## config.mk

```make
export PLATFORM = sky130hd
export DESIGN_NAME = rab_lookup_arbiter
export DESIGN_NICKNAME = d
export VERILOG_FILES = /design/src/rtl/rab_arb_pkg.sv /design/src/rtl/rab_wrr_sel.sv /design/src/rtl/rab_lookup_arbiter.sv
export SDC_FILE = /design/constraint.sdc
export NUM_CORES = 1
export LEC_CHECK = 0
export ABC_AREA = 1
export CAP_MARGIN = 15
export CORE_MARGIN = 5
export CORE_UTILIZATION = 40
export DETAILED_ROUTE_END_ITERATION = 8
export PLACE_DENSITY = 0.85
export SLEW_MARGIN = 20
export SYNTH_ARGS = -nofsm -noshare
export SYNTH_HDL_FRONTEND = slang
export SYNTH_SLANG_ARGS = --single-unit
```

## constraint.sdc

```tcl
create_clock -name Clk_CI -period 1.4 [get_ports Clk_CI]
set_input_delay 0.14 -clock Clk_CI [delete_from_list [all_inputs] [get_ports Clk_CI]]
set_output_delay 0.14 -clock Clk_CI [all_outputs]
set_load 0.02 [all_outputs]
```

## src/rtl/rab_arb_pkg.sv

```systemverilog
// Shared types for the RAB lookup arbiter: FSM states, port encoding and
// the streak-counter sizing helper used by the weighted round-robin.
package rab_arb_pkg;

    typedef enum logic [1:0] {
        IDLE  = 2'd0,
        ISSUE = 2'd1,
        WAIT  = 2'd2,
        RESP  = 2'd3
    } arb_state_e;

    // Port encoding matches the select_o polarity.
    localparam logic PORT1 = 1'b1;
    localparam logic PORT2 = 1'b0;

    function automatic int unsigned streak_width(input int unsigned w1, input int unsigned w2);
        return $clog2(((w1 > w2) ? w1 : w2) + 1);
    endfunction

endpackage

```

## src/rtl/rab_wrr_sel.sv

```systemverilog
// Two-input weighted round-robin grant: picks a port from the valid pair,
// the previous grant and the current streak, and returns the next streak.
module rab_wrr_sel
    import rab_arb_pkg::*;
#(
    parameter int unsigned WEIGHT1  = 1,
    parameter int unsigned WEIGHT2  = 1,
    parameter int unsigned STREAK_W = streak_width(WEIGHT1, WEIGHT2)
) (
    input  logic                valid1_i,
    input  logic                valid2_i,
    input  logic                last_grant_i,
    input  logic [STREAK_W-1:0] streak_i,
    output logic                grant_valid_o,
    output logic                grant_o,
    output logic [STREAK_W-1:0] streak_o
);

    localparam logic [STREAK_W-1:0] W1_S   = STREAK_W'(WEIGHT1);
    localparam logic [STREAK_W-1:0] W2_S   = STREAK_W'(WEIGHT2);
    localparam logic [STREAK_W-1:0] SMAX_S = (W1_S > W2_S) ? W1_S : W2_S;
    localparam logic [STREAK_W-1:0] ONE_S  = STREAK_W'(1'b1);

    logic [STREAK_W-1:0] weight_last_s;
    logic [STREAK_W-1:0] streak_inc_s;
    logic                keep_s;

    // Grant selection; a zero streak means no prior grant, so ties go to the other port.
    always_comb begin
        weight_last_s = (last_grant_i == PORT1) ? W1_S : W2_S;
        streak_inc_s  = (streak_i >= SMAX_S) ? SMAX_S : (streak_i + ONE_S);
        keep_s        = (streak_i != {STREAK_W{1'b0}}) && (streak_i < weight_last_s);
        grant_valid_o = valid1_i | valid2_i;
        if (valid1_i && valid2_i) begin
            if (keep_s) begin
                grant_o  = last_grant_i;
                streak_o = streak_inc_s;
            end else begin
                grant_o  = ~last_grant_i;
                streak_o = ONE_S;
            end
        end else if (valid1_i) begin
            grant_o  = PORT1;
            streak_o = (last_grant_i == PORT1) ? streak_inc_s : ONE_S;
        end else if (valid2_i) begin
            grant_o  = PORT2;
            streak_o = (last_grant_i == PORT2) ? streak_inc_s : ONE_S;
        end else begin
            grant_o  = last_grant_i;
            streak_o = streak_i;
        end
    end

endmodule

```

## src/rtl/rab_lookup_arbiter.sv

```systemverilog
// Shares the RAB lookup controller between the AR (port1) and AW (port2)
// address channels: grant, issue lookup, wait for outcome or timeout, respond.
module rab_lookup_arbiter
    import rab_arb_pkg::*;
#(
    parameter int unsigned AXI_ADDR_WIDTH = 40,
    parameter int unsigned WEIGHT1        = 1,
    parameter int unsigned WEIGHT2        = 1,
    parameter int unsigned TIMEOUT_CYCLES = 255
) (
    input  logic                      Clk_CI,
    input  logic                      Rst_RBI,
    input  logic                      port1_valid_i,
    input  logic [AXI_ADDR_WIDTH-1:0] port1_addr_i,
    output logic                      port1_ready_o,
    output logic                      port1_resp_valid_o,
    input  logic                      port2_valid_i,
    input  logic [AXI_ADDR_WIDTH-1:0] port2_addr_i,
    output logic                      port2_ready_o,
    output logic                      port2_resp_valid_o,
    output logic                      resp_drop_o,
    output logic                      lookup_valid_o,
    output logic [AXI_ADDR_WIDTH-1:0] lookup_addr_o,
    output logic                      select_o,
    input  logic                      lookup_done_i,
    input  logic                      lookup_drop_i,
    output logic                      timeout_o,
    output logic                      busy_o
);

    localparam int unsigned STREAK_W = streak_width(WEIGHT1, WEIGHT2);
    localparam int unsigned CNT_W    = (TIMEOUT_CYCLES > 1) ? $clog2(TIMEOUT_CYCLES) : 1;
    localparam logic        TO_EN    = (TIMEOUT_CYCLES != 0);
    localparam logic [CNT_W-1:0] CNT_LAST = TO_EN ? CNT_W'(TIMEOUT_CYCLES - 1) : {CNT_W{1'b0}};

    arb_state_e                state_q;
    logic                      last_grant_q;
    logic [STREAK_W-1:0]       streak_q;
    logic [AXI_ADDR_WIDTH-1:0] addr_q;
    logic                      select_q;
    logic [CNT_W-1:0]          cnt_q;
    logic                      lookup_valid_q;
    logic                      resp1_q;
    logic                      resp2_q;
    logic                      resp_drop_q;
    logic                      timeout_q;
    logic                      busy_q;

    logic                      grant_valid_s;
    logic                      grant_s;
    logic [STREAK_W-1:0]       streak_d;

    rab_wrr_sel #(
        .WEIGHT1  (WEIGHT1),
        .WEIGHT2  (WEIGHT2),
        .STREAK_W (STREAK_W)
    ) u_wrr_sel (
        .valid1_i      (port1_valid_i),
        .valid2_i      (port2_valid_i),
        .last_grant_i  (last_grant_q),
        .streak_i      (streak_q),
        .grant_valid_o (grant_valid_s),
        .grant_o       (grant_s),
        .streak_o      (streak_d)
    );

    // Ready is combinational so the requester sees acceptance in the grant cycle.
    always_comb begin
        if (state_q == IDLE) begin
            port1_ready_o = grant_valid_s & (grant_s == PORT1);
            port2_ready_o = grant_valid_s & (grant_s == PORT2);
        end else begin
            port1_ready_o = 1'b0;
            port2_ready_o = 1'b0;
        end
    end

    // Arbiter FSM with registered pulse outputs.
    always_ff @(posedge Clk_CI or negedge Rst_RBI) begin
        if (!Rst_RBI) begin
            state_q        <= IDLE;
            last_grant_q   <= PORT2;
            streak_q       <= {STREAK_W{1'b0}};
            addr_q         <= {AXI_ADDR_WIDTH{1'b0}};
            select_q       <= PORT1;
            cnt_q          <= {CNT_W{1'b0}};
            lookup_valid_q <= 1'b0;
            resp1_q        <= 1'b0;
            resp2_q        <= 1'b0;
            resp_drop_q    <= 1'b0;
            timeout_q      <= 1'b0;
            busy_q         <= 1'b0;
        end else begin
            lookup_valid_q <= 1'b0;
            resp1_q        <= 1'b0;
            resp2_q        <= 1'b0;
            resp_drop_q    <= 1'b0;
            timeout_q      <= 1'b0;
            case (state_q)
                IDLE: begin
                    if (grant_valid_s) begin
                        addr_q         <= (grant_s == PORT1) ? port1_addr_i : port2_addr_i;
                        select_q       <= grant_s;
                        last_grant_q   <= grant_s;
                        streak_q       <= streak_d;
                        lookup_valid_q <= 1'b1;
                        busy_q         <= 1'b1;
                        state_q        <= ISSUE;
                    end
                end
                ISSUE: begin
                    state_q <= WAIT;
                end
                WAIT: begin
                    // A done arriving on the threshold cycle takes priority over the timeout.
                    if (lookup_done_i) begin
                        resp_drop_q <= lookup_drop_i;
                        resp1_q     <= (select_q == PORT1);
                        resp2_q     <= (select_q == PORT2);
                        cnt_q       <= {CNT_W{1'b0}};
                        state_q     <= RESP;
                    end else if (TO_EN && (cnt_q == CNT_LAST)) begin
                        resp_drop_q <= 1'b1;
                        timeout_q   <= 1'b1;
                        resp1_q     <= (select_q == PORT1);
                        resp2_q     <= (select_q == PORT2);
                        cnt_q       <= {CNT_W{1'b0}};
                        state_q     <= RESP;
                    end else begin
                        cnt_q <= cnt_q + CNT_W'(1'b1);
                    end
                end
                RESP: begin
                    busy_q  <= 1'b0;
                    state_q <= IDLE;
                end
                default: begin
                    busy_q  <= 1'b0;
                    cnt_q   <= {CNT_W{1'b0}};
                    state_q <= IDLE;
                end
            endcase
        end
    end

    assign port1_resp_valid_o = resp1_q;
    assign port2_resp_valid_o = resp2_q;
    assign resp_drop_o        = resp_drop_q;
    assign lookup_valid_o     = lookup_valid_q;
    assign lookup_addr_o      = addr_q;
    assign select_o           = select_q;
    assign timeout_o          = timeout_q;
    assign busy_o             = busy_q;

endmodule

```

Yosys cells after proc, flatten, opt, wreduce, memory -nomap -nowiden
Index checks and enable logic that the tools add are counted.

Flip-flop bits (word level): 59. Logic and storage cells: 72.

$add $sub $neg: 2. Magnitude comparators: 2. Equal/unequal tests: 6. Multiplexer cells: 35. Bitwise logic cells: 6. Reduce and logical (&&, ||, !) cells: 9.

Operator list (count): 40-bit two-way mux (1); 1-bit two-way mux (27); 8-bit two-way mux (2); 8-bit by 1-bit adder with 8-bit output, second input constant (1); 8-bit equality test, second input constant (1); 2-bit case mux with 4 select lines (1); 2-bit two-way mux (3); 2-bit AND reduction (3); 2-bit equality test, second input constant (2); 3-bit != test, second input constant (1); 1-bit inverter (3); 3-bit AND reduction (1); 3-bit nonzero test (1); 1-bit bitwise AND (2); 2-bit by 1-bit equality test with 1-bit output, second input constant (1); 1-bit logical AND (2); 2-bit zero test (1); 2-bit != test, second input constant (1); 1-bit case mux with 2 select lines (1); 2-bit nonzero test (1); 1-bit adder, second input constant (1); 1-bit greater-or-equal comparator, second input constant (1); 1-bit < comparator, second input constant (1); 1-bit bitwise OR (1).

Logic depth before layout (Yosys ltp)
Depth in word-level cells: 7. Gate-level depth with buffers: 9. Depth with buffers taken out: 9.

Hierarchy
From an unflattened synthesis, not the netlist that was laid out.

Cell total of the unflattened synthesis: 297. Area, all modules: 2940.3 um^2.

By module, submodules not included: rab_lookup_arbiter (instances 1, cells each 288, area each 2906.5 um^2, seq. area each 1477.7 um^2); rab_wrr_sel (instances 1, cells each 9, area each 33.8 um^2, seq. area each 0.0 um^2).

Least setup slack after synthesis
Ideal clock, no wire load.

Path type: register to register. Start point: register state_q[0]. End point: register addr_q[10] (netlist: lookup_addr_o[10]). Setup time: 0.068 ns. Arrival: 1.294 ns. Data required time: 1.332 ns. Slack: 0.038 ns. Cell stages (with the launch flop): 8. Cells stage by stage: dfrtp_1 inv_1 ha_1 o21ai_4 nor2_4 buf_2 nand2_1 nand3_1.

Longest elaborated chain between the ends: 2.

Ends and longest elaborated chain: start, declared (line rab_lookup_arbiter.sv:36) `arb_state_e state_q;`; start signal, assigned (line rab_lookup_arbiter.sv:81) `state_q <= IDLE;`; start signal, assigned (line rab_lookup_arbiter.sv:108) `state_q <= ISSUE;`; start signal, assigned (line rab_lookup_arbiter.sv:112) `state_q <= WAIT;`; 2-bit zero test (line rab_lookup_arbiter.sv:99) `case (state_q)`; 2-bit AND reduction (no source line); end signal, assigned (line rab_lookup_arbiter.sv:84) `addr_q <= {AXI_ADDR_WIDTH{1'b0}};`; end signal, assigned (line rab_lookup_arbiter.sv:102) `addr_q <= (grant_s == PORT1) ? port1_addr_i : port2_addr_i;`; end, declared (line rab_lookup_arbiter.sv:39) `logic [AXI_ADDR_WIDTH-1:0] addr_q;`.

No other way between the ends. A chain may end at the register's enable or synchronous reset.

Worst setup path after layout
Start point: register state_q[1]. End point: output port port1_ready_o.

Longest elaborated chain between the ends: 2.

Ends and longest elaborated chain: 2-bit zero test (line rab_lookup_arbiter.sv:69) `if (state_q == IDLE) begin`; 1-bit two-way mux (line rab_lookup_arbiter.sv:69); end, declared (line rab_lookup_arbiter.sv:15) `output logic port1_ready_o,`.

No other way between the ends.

==> metrics.md <==
| Metric | Value |
|---|---|
| Critical Path Source Type | `register` |
| Clock tree from TritonCTS | `yes` |
| Number of I/O port buffers | `134` |
| Overall fraction of global-route tracks in use | `18.9%` |
| Max-slew violation total from the final report | `0` |
| Clock latency reported for the late side of the worst-skew pair | `0.32 ns` |
| WL per Instance | `14.3 um` |
| Largest net degree at the start of global routing | `59` |
| Highest layer used for signal routing | `met4` |
| Outcome | `finished with violations` |
| Final number of hold-violating endpoints | `0` |
| Fin Clk Skew | `0.00666 ns` |
| Routed Wire Length | `7980 um` |
| Fraction of the mapped netlist area in simple logic gates | `34.7%` |
| Aggregate negative setup slack | `-0.116 ns` |
| Sequential cell area fraction in the yosys report | `55.0%` |
| Routed length on met3 | `585 um` |
| Fin area | `4350 um2` |
| DP Wirelength | `5650 um` |
| CTS Buffer Depth | `2` |
| Total of warnings raised by yosys | `0` |
| Placement-stage cell area | `4100 um2` |
| Synth Area in Compound Gates | `1.80%` |
| Clock root buffer | `sky130_fd_sc_hd__clkbuf_8` |
| CP endpoint kind | `output pin` |
| Type of the most critical hold path | `in -> async` |
| Data arrival time of the critical path | `1.33 ns` |
| Relative slew slack | `79.4%` |
| Count of antenna diodes in the layout | `0` |
| Residual overflow from global routing | `0` |
| Starting DRC count in detailed routing | `57` |
| Fraction of layout instances using a drive strength above 1 | `11.0%` |
| Violated checks | `setup timing` |
| Die outline width | `91.2 um` |
| Slowest Stage Delay on Critical Path | `0.40 ns` |
| Dominant combinational cell family by area after synthesis | `simple AND/OR/NAND/NOR gates` |
| Most frequent standard cell in the layout excluding fill and tap cells | `sky130_fd_sc_hd__nand2_1` |
| Highest achievable clock rate | `0.682 GHz` |
| Minimum period implied by the final worst setup slack | `1.47 ns` |
| Wire length of the first global-routing pass | `12800 um` |
| Unrepaired setup endpoints after global routing | `true` |
| Area of the die | `8320 um2` |
| Syn avg cell area | `8.12 um2` |
| WP data required | `1.26 ns` |
| Sequential cell area in the final layout | `1450 um2` |
| Number of remaining DRC errors | `0` |
| Kind of cell adding the most delay to the critical path | `flip-flops` |
| WP buf/inv | `2` |
| Std-Cell Core Area | `6390 um2` |
| Ratio of routed vias to standard cells | `4.84` |
| Number of iterations in the first detailed-routing pass | `5` |
| Ports placed on the boundary | `135` |
| Crit path setup slack, layout | `-0.0656 ns` |
| Xor and xnor area share after synthesis | `0.664%` |
| Antenna violations before repair | `0` |
| Yosys cell types | `20` |
| Maximum fanout along the worst path | `4` |
| Final GP Congestion | `0.810` |
| Actual transition at the worst max-transition pin | `0.308 ns` |
| Cell with the largest stage delay on the worst path | `sky130_fd_sc_hd__dfrtp_1` |
| Nets | `567` |
| Leakage power total | `2.16 nW` |
| DR vias | `2694` |
| Clock buffers created by TritonCTS | `9` |
| Area taken by multi-input logic gates | `1090 um2` |
| CP Class | `reg -> out` |
| Total of fill cells in the finished design | `529` |
| VDD IR-drop max | `1.09 mV` |
| Starting density of the core | `41.3%` |
| Top library cells by usage in the layout, fill and taps aside | `sky130_fd_sc_hd__nand2_1 (151), sky130_fd_sc_hd__clkdlybuf4s50_1 (85), sky130_fd_sc_hd__dfrtp_1 (57)` |
| Chain of cells forming the critical path | `inv_2 -> ha_4 -> o21ai_4 -> nor2_4 -> buf_6` |
| Vias in the first global route | `2706` |
| Number of nets still failing antenna checks after routing | `0` |
| Flop and latch count out of synthesis | `58` |
| Number of nets in the synthesized netlist | `416` |
| Routed metal-1 wirelength | `3110 um` |
| Number of instances in the synthesized netlist | `325` |
| Layout overhead on the synthesized area | `65.0%` |
| Clock slew at the register clock pins of the worst setup and hold paths | `0.06 ns` |
| Die boundary height | `91.2 um` |
| Sum of met2 wire segment lengths after detailed routing | `4110 um` |
| H-tree levels | `3` |
| Period utilization | `105%` |
| Adder-cell share of the synthesized area | `2.37%` |
| Cell Area, Synth | `2640 um2` |
| Pwr dens | `1920 nW/um2` |
| Number of setup violations in the final report | `4` |
| Number of clock sinks | `58` |
| Number of max-cap violations | `0` |
| # rows | `29` |
| Multiplexer share of the synthesized area | `0%` |
-- state kept, by name (all words and copies together), names as in the netlist --
register and cells:
timeout_o 1, resp_drop_o 1, lookup_addr_o 40, cnt_q 8
select_o 1, busy_o 1, port1_resp_valid_o 1, last_grant_q 1
state_q 2, port2_resp_valid_o 1, lookup_valid_o 1
-- metrics by stage --
stage	hold slack (ns)	std cells	total power, mW	setup WS, ns	utilization (%)
3_3_place_gp	0.163	535	7.12	-0.386	64.2
6_report	0.357	557	8.38	-0.0656	68.2
3_5_place_dp	0.169	535	7.28	-0.394	64.2
4_1_cts	0.351	552	8.20	-0.111	66.3
2_1_floorplan	-0.156	325	5.13	0.0378	-
5_1_grt	0.369	557	8.99	-0.115	68.2
-- Yosys cell counts, drive strengths merged --
master	number	area share [%]
a21boi	1	0.28
buf	13	2.8
dfrtp	57	54
dfstp	1	1.0
ha	5	2.4
inv	18	2.6
nand2	154	22
nand3	46	8.7
nand4	1	0.24
nor2	20	3.4
nor3	1	0.19
o21ai	5	1.5
or2	1	0.24
xnor2	1	0.33
xor2	1	0.33
-- routing by layer --
metal,global-route usage [%],up-vias
met5,0,-
met4,8.44,0
met3,5.87,14
met2,32.4,97
met1,21.6,1267
li1,-,1316
-- worst paths after layout --
path / startpoint / endpoint / slack [ns] / cells past startpoint
max: state_q[1] / port1_ready_o / -0.07 / 5
min: Rst_RBI / timeout_o / 0.36 / 3
max reg2reg: state_q[1] / lookup_addr_o[1] / 0 / 8
min reg2reg: lookup_addr_o[3] / lookup_addr_o[3] / 0.49 / 2
max in group asynchronous: Rst_RBI / select_o / 0.76 / 3
min in group Clk_CI: port2_addr_i[19] / lookup_addr_o[19] / 0.37 / 3
-- logic make-up after synthesis --
family	count (synthesis)
and+or+nand+nor	223
DFF	58
buffers and inverters	31
AOI/OAI and AO/OA	6
adders and majority gates	5
xor gates and xnor gates	2
-- report_power, final --
part / switching [mW] / leakage, nW / total [mW] / internal (mW)
Combinational: 2.50 / 1.34 / 4.34 / 1.84
Clock: 0.614 / 0.0827 / 1.23 / 0.620
Sequential: 0.395 / 0.731 / 2.80 / 2.41
Total: 3.51 / 2.16 / 8.38 / 4.87
-- layout make-up --
cell class / instances / area share, %
Timing Repair Buffer: 153 / 34.3
Sequential cell: 58 / 33.4
Multi-Input combinational cell: 236 / 25.1
Clock buffer: 11 / 3.02
Tap cell: 77 / 2.21
Inverter: 18 / 1.55
Clock inverter: 4 / 0.460
-- worst register-to-register path, delay by kind of cell, from the launching register on --
family / cells / cell delay (ns)
flip-flops: 1 / 0.40
buffers and inverters: 3 / 0.38
AND/OR/NAND/NOR: 3 / 0.30
AO/OA/AOI/OAI: 1 / 0.09
adder cells (fa/ha/maj): 1 / 0.15
-- what timing repair did --
action                     CTS  global route
setup endpoints to repair   92            57
resized for setup           63            18
hold endpoints to repair    57             0
gates cloned                 0             2
setup buffers                1             3
pin swaps                    2             4
hold buffers                 1             0
(Power assumes the default switching activity.)
